$ cat src/rtl/op_inverse_search_pkg.sv
// op_inverse_search_pkg: shared state enum, widths and the forward operation f(x,y)
package op_inverse_search_pkg;
    localparam int op_w   = 2;
    localparam int res_w  = 5;
    localparam int n_cand = 16;

    typedef enum logic [1:0] {IDLE, SEARCH, DONE} state_t;

    // Diagonal is x**y with 0**0 = 1; off-diagonal is a plain product.
    function automatic logic [res_w-1:0] f_op(input logic [op_w-1:0] x, input logic [op_w-1:0] y);
        logic [res_w-1:0] d;
        d = (x == 2'd2) ? 5'd4 : (x == 2'd3) ? 5'd27 : 5'd1;
        return (x == y) ? d : res_w'(x) * res_w'(y);
    endfunction
endpackage

$ cat src/rtl/op_forward.sv
// op_forward: combinational forward operation on one candidate pair
module op_forward
    import op_inverse_search_pkg::*;
(
    input  logic [op_w-1:0]  x,
    input  logic [op_w-1:0]  y,
    output logic [res_w-1:0] f
);
    assign f = f_op(x, y);
endmodule

$ cat src/rtl/op_inverse_search.sv
// op_inverse_search: exhaustively finds all (x,y) whose forward result equals target
module op_inverse_search
    import op_inverse_search_pkg::*;
(
    input  logic             clk,
    input  logic             rst_n,
    input  logic             start,
    input  logic [res_w-1:0] target,
    output logic             busy,
    output logic             match_valid,
    output logic [op_w-1:0]  match_x,
    output logic [op_w-1:0]  match_y,
    output logic             done,
    output logic [res_w-1:0] match_count
);
    state_t           state;
    logic [3:0]       cnt;
    logic [res_w-1:0] tgt;
    logic [res_w-1:0] fval;
    logic             hit;

    op_forward u_fwd (.x(cnt[3:2]), .y(cnt[1:0]), .f(fval));

    assign hit = (fval == tgt);

    always_ff @(posedge clk) begin
        if (!rst_n) begin
            state       <= IDLE;
            cnt         <= '0;
            tgt         <= '0;
            busy        <= 1'b0;
            match_valid <= 1'b0;
            match_x     <= '0;
            match_y     <= '0;
            done        <= 1'b0;
            match_count <= '0;
        end else begin
            case (state)
                IDLE: begin
                    match_valid <= 1'b0;
                    done        <= 1'b0;
                    if (start) begin
                        tgt         <= target;
                        cnt         <= '0;
                        match_count <= '0;
                        busy        <= 1'b1;
                        state       <= SEARCH;
                    end
                end
                SEARCH: begin
                    match_valid <= hit;
                    if (hit) begin
                        match_x     <= cnt[3:2];
                        match_y     <= cnt[1:0];
                        match_count <= match_count + 5'd1;
                    end
                    cnt <= cnt + 4'd1;
                    // The last candidate ends the pass; the wrap of cnt is never evaluated.
                    if (cnt == 4'(n_cand - 1)) begin
                        state <= DONE;
                        done  <= 1'b1;
                    end
                end
                DONE: begin
                    match_valid <= 1'b0;
                    done        <= 1'b0;
                    busy        <= 1'b0;
                    state       <= IDLE;
                end
                default: state <= IDLE;
            endcase
        end
    end
endmodule

$ cat config.mk
export PLATFORM = sky130hd
export DESIGN_NAME = op_inverse_search
export DESIGN_NICKNAME = d
export VERILOG_FILES = /design/src/rtl/op_inverse_search_pkg.sv /design/src/rtl/op_forward.sv /design/src/rtl/op_inverse_search.sv
export SDC_FILE = /design/constraint.sdc
export NUM_CORES = 1
export LEC_CHECK = 0
export BUFFER_PORTS_ARGS = -buffer_cell sky130_fd_sc_hd__buf_2
export CORE_ASPECT_RATIO = 0.9
export CORE_MARGIN = 2
export CORE_UTILIZATION = 50
export DETAILED_ROUTE_END_ITERATION = 8
export GPL_TIMING_DRIVEN = 0
export PLACE_DENSITY = 0.84
export SYNTH_ARGS = -nofsm -noshare
export SYNTH_HDL_FRONTEND = slang
export SYNTH_SLANG_ARGS = --single-unit
export TNS_END_PERCENT = 50
$ cat constraint.sdc
create_clock -name clk -period 3.1 [get_ports clk]
set_input_delay 0.31 -clock clk [delete_from_list [all_inputs] [get_ports clk]]
set_output_delay 0.31 -clock clk [all_outputs]
set_load 0.02 [all_outputs]
==> After elaboration in Yosys (flattened, before gate mapping) <==
Index checks and enable logic that the tools add are counted.
{ "word_totals": {"register_bits": 23, "latchBits": 0, "ramBits": 0, "mem_bits_ro": 0, "word_cells": 50, "mem_count": 0} }
{ "op_classes": {"addsub": 2, "mul": 1, "n_div": 0, "order_cmp": 0, "eq_ne": 10, "shifts": 0, "mux": 16, "bitwise": 0, "n_reduce_logical": 12} }
{ "op_table": {"columns": ["cell", "n"], "rows": [
  ["$mux 5", 5],
  ["$reduce_and 2->1", 6],
  ["$pmux 5 s2", 1],
  ["$pmux 4 s2", 1],
  ["$eq 2x2->1 const B", 3],
  ["$ne 2x2->1 const B", 3],
  ["$pmux 1 s2", 3],
  ["$reduce_bool 2->1", 3],
  ["$add 5x1->5 const B", 1],
  ["$eq 5x5->1", 1],
  ["$add 4x1->4 const B", 1],
  ["$eq 4x4->1 const B", 1],
  ["$mul 2x2->4", 1],
  ["$mux 2", 2],
  ["$mux 4", 1],
  ["$pmux 2 s2", 1],
  ["$reduce_and 3->1", 1],
  ["$eq 2x1->1 const B", 1],
  ["$eq 2x2->1", 1],
  ["$logic_not 2->1", 1],
  ["$mux 1", 2],
  ["$reduce_or 2->1", 1]
]} }

==> Logic depth before layout (Yosys ltp) <==
{ "logic_depth": {"ltp_word": 7, "mapped_depth": 10, "mapped_depth_nobuf": 9} }

==> By module <==
From an unflattened synthesis, not the netlist that was laid out.
{ "hier_totals": {"hier_cells": 136, "hier_area_um2": 1129.8} }
{ "modules_own_cells": {"columns": ["module", "instances", "cells_per_inst", "area_each_um2", "seq_area_each_um2"], "rows": [
  ["op_inverse_search", 1, 119, 1004.7, 460.4],
  ["op_forward", 1, 17, 125.1, 0.0]
]} }

==> Worst setup path before layout <==
Ideal clock, no wire load.
{ "synth_path": {"kind": "flip-flop to flip-flop", "start": "register cnt[2]", "end": "register match_count[3]", "setup_time_ns": 0.076, "arrival_ns": 2.122, "required_time_ns": 3.024, "path_slack_ns": 0.903, "path_stages_with_launch": 11, "n_path_buf": 1, "period_less_slack_ns": 2.197, "cell_sequence": "dfxtp_1 > and2_2 > ha_1 > ha_1 > xnor2_1 > a21oi_1 > a31oi_2 > nand4_2 > buf_6 > or3_1 > a31oi_1"} }
{ "synth_via": {"elab_chain_len": 7, "elab_cells_between_ends": 10, "classes_between": "1 x mul; 5 x eq/ne; 3 x mux; 1 x reduce/logical"} }
{ "synth_lines": {"columns": ["element", "line_no", "rtl"], "rows": [
  ["start: declaration", "op_inverse_search.sv:17", "logic [3:0] cnt;"],
  ["start signal: assignment", "op_inverse_search.sv:57", "cnt <= cnt + 4'd1;"],
  ["parallel branches: the longest is 3 deep, another holds $mul 2x2->4", null, null],
  ["$mux 5 (*)", "op_inverse_search_pkg.sv:13", "return (x == y) ? d : res_w'(x) * res_w'(y);"],
  ["$eq 5x5->1 (*)", "op_inverse_search.sv:24", "assign hit = (fval == tgt);"],
  ["$ne 2x2->1 (no source line) (*)", null, null],
  ["$reduce_and 3->1 (no source line) (*)", null, null],
  ["end signal: assignment", "op_inverse_search.sv:55", "match_count <= match_count + 5'd1;"],
  ["end: declaration", "op_inverse_search.sv:14", "output logic [res_w-1:0] match_count"]
]} }
Every way passes the cells marked *.
A chain may end at the register's enable or synchronous reset.

==> Worst setup path in the final report <==
Same ends and word-level chain as after synthesis.

==> impl_metrics.json <==
{
  "hold_viol_final": 0,
  "ff_latch_area_um2": 460.4,
  "grt_pass1_vias": 933,
  "crit_required_ps": 3350,
  "slew_headroom_pct": 69.47,
  "synth_top_flop_cell": "dfxtp_1",
  "critPathMaxStageDelay_ps": 410,
  "final_util_pct": 59.43,
  "worstHoldStart": "target[4]",
  "leakagePower_nw": 0.5614,
  "wl_per_cell_um": 13.02,
  "dieArea_um2": 2648,
  "die_w_um": 54.03,
  "grt_first_pass_wirelength_um": 3912,
  "clockBufferDepth": 2,
  "viasPerCell": 5.713,
  "ant_nets": 0,
  "skew_ps": 6.599,
  "cts_buffers": 3,
  "status": "complete, no violations",
  "startpoint": "cnt[2]$_SDFFE_PN0P_",
  "r2r_cells": 10,
  "setup_violations": 0,
  "cts_resized": 0,
  "maxCapViolCount": 0,
  "cp_max_fo": 10,
  "track_usage_pct": 19.49,
  "synth_fp_nets": 142,
  "setup-tns-final_ps": 0,
  "power_mw": 0.5175,
  "io_buffer_count": 19,
  "gp_congestion": 0.7628,
  "start_util_pct": 52.08,
  "grt_max_degree": 15,
  "finalCritPeriodShare_pct": 80.08,
  "r2r_slack_ps": 620,
  "drive_above_1_share_pct": 22.52,
  "cp_num_buf_inv": 1,
  "yosys_warnings": 0,
  "hold-path-cell-count": 3,
  "cts.repair_timing.setup_buffer_count": 0,
  "vias": 1017,
  "dr.first_iter.drc_count": 18,
  "num_rows": 16,
  "final_common_cell": "dfxtp_1",
  "cp_top_family": "simple AND/OR/NAND/NOR gates",
  "first_pass_iters": 4,
  "synth_edf_count": 0,
  "synth_cells": 128,
  "multi_input_area_um2": 623.1,
  "dp_hpwl_um": 1706,
  "clk_pin_slew_ps": 130,
  "rsz0062_at_grt": "no",
  "path_class": "reg -> reg",
  "rr_endpoint": "match_count[3]$_SDFFE_PN0P_",
  "final.min_clock_period_ps": 2483,
  "slew_violations": 0,
  "n_fill_cell": 203,
  "htreeDepth": 1,
  "routed_wl_um": 2317,
  "met3WireLength_um": 120,
  "crit_chain": "and2_2, ha_1, ha_1, xnor2_1, a21oi_1, a31oi_2, nand4_2, buf_6, or3_1, a31oi_1",
  "power.density_nw_per_um2": 402.7,
  "crit_path_top_delay_cell": "dfxtp_1",
  "finish.net_count": 166,
  "netlist_area_um2": 1126,
  "coreArea_um2": 2162,
  "clk_latency_ps": 320,
  "overflow": 0,
  "worstSetupStartpointType": "flip-flop",
  "cts_hold_buf": 0,
  "layout_common_cells": "dfxtp_1 (23), buf_2 (20), nand2_1 (17), nand3_1 (13), a21oi_1 (9)",
  "worstMarginPinSlew_ps": 453.2,
  "ctsRootBufferMaster": "clkbuf_4",
  "final_area_um2": 1285,
  "top_layer": "met4",
  "wl_met1_um": 1069,
  "async_flop_share_pct": 0,
  "antenna_found_initial": 0,
  "crit_path_end_kind": "flip-flop",
  "post-route-drc-count": 0,
  "ys_seq_area_share_pct": 40.89,
  "r2r-start": "cnt[2]$_SDFFE_PN0P_",
  "syn_to_final_growth_pct": 14.11,
  "peakVddDrop_uv": 302.3,
  "synth_cell_types": 35,
  "hp-class": "in -> reg",
  "min_to": "tgt[4]$_SDFFE_PN0P_",
  "clkSinkCount": 23,
  "avgSynthCellArea_um2": 8.798,
  "place_area_um2": 1255,
  "die_height_um": 49.02,
  "ioPinCount": 20,
  "cp.arrival_ps": 2730,
  "cts_tree": "yes",
  "ys_ff_latch": 23,
  "clock.fmax_mhz": 402.8,
  "n_antenna_cell": 0,
  "cpMostUsedCell": "ha_1",
  "met2WireLength_um": 1115
}
-- tightest hold or removal path: stages --
cell	delay, ps
buf_2	100
nand2_1	50
a21oi_1	50
-- synth_stat cells (all sizes together) (2+ instances only) --
cell type  number  share of area, %
a21oi           9               4.0
a22oi           2               1.3
a31oi           4               2.8
and2            3               1.8
and3            2               1.2
buf             2               1.4
clkbuf          2              0.67
dfxtp          23                41
ha              6               6.7
inv             4               1.3
mux2i           6               5.3
nand2          17               5.7
nand2b          2               1.1
nand3          13               5.8
nor2            8               2.7
nor2b           2               1.1
o21ai           3               1.3
or3             4               2.2
or4             2               1.3
xnor2           3               2.3
-- power breakdown --
group / switching [mW] / internal, mW / total, mW
Clock: 0.0950 / 0.0494 / 0.144
Combinational: 0.0363 / 0.0246 / 0.0609
Sequential: 0.00800 / 0.304 / 0.312
-- sequential cells by signal (all words and copies together) (netlist names) --
name,flops
busy,1
cnt,4
done,1
match_count,5
match_valid,1
match_x,2
match_y,2
state,2
tgt,5
-- how the worst max path moves through the flow --
stage,endpoint,slack [ps],depth (start not counted)
floorplan,match_count[3]$_SDFFE_PN0P_,900,10
global placement,match_count[3]$_SDFFE_PN0P_,770,10
detailed placement,match_count[3]$_SDFFE_PN0P_,660,10
CTS,match_count[3]$_SDFFE_PN0P_,610,10
global route,match_count[3]$_SDFFE_PN0P_,510,10
finish,match_count[3]$_SDFFE_PN0P_,620,10
-- per-stage QoR --
stage | hold WS, ps | worst slack (ps) | std cells
after global placement | 456.1 | 772.8 | 174
after detailed placement | 477.2 | 659.5 | 174
after floorplan | 445.4 | 902.5 | 128
after CTS | 216.0 | 613.8 | 178
after global routing | 217.5 | 509.7 | 178
final | 218.8 | 617.4 | 178
-- final cells by class --
cell class	count	share of cell area [%]
clock inverters	1	0.5842
multi-input cells	96	48.49
clock buffers	3	1.753
well taps	27	2.629
plain buffers	4	1.850
flip-flops and latches	23	35.83
repair buffers	19	7.400
inverters	5	1.461
-- per-layer routing --
| layer | global-route usage (%) | vias to the layer above |
|---|---|---|
| met3 | 5.828 | 3 |
| met4 | 6.250 | 0 |
| li1 | - | 501 |
| met2 | 30.08 | 29 |
| met5 | 0 | - |
| met1 | 25.72 | 484 |
-- logic make-up (layout without fill, tap and decap cells) --
group / count (synthesis) / after routing / share of synthesized area, %
fa+ha+maj: 6 / 6 / 6.666
flops: 23 / 23 / 40.89
compound gates: 22 / 22 / 13.00
buf+inv: 9 / 32 / 3.777
mux: 7 / 7 / 6.333
simple gates: 58 / 58 / 27.00
xor+xnor: 3 / 3 / 2.334
Power figures use the tool's default switching activity.
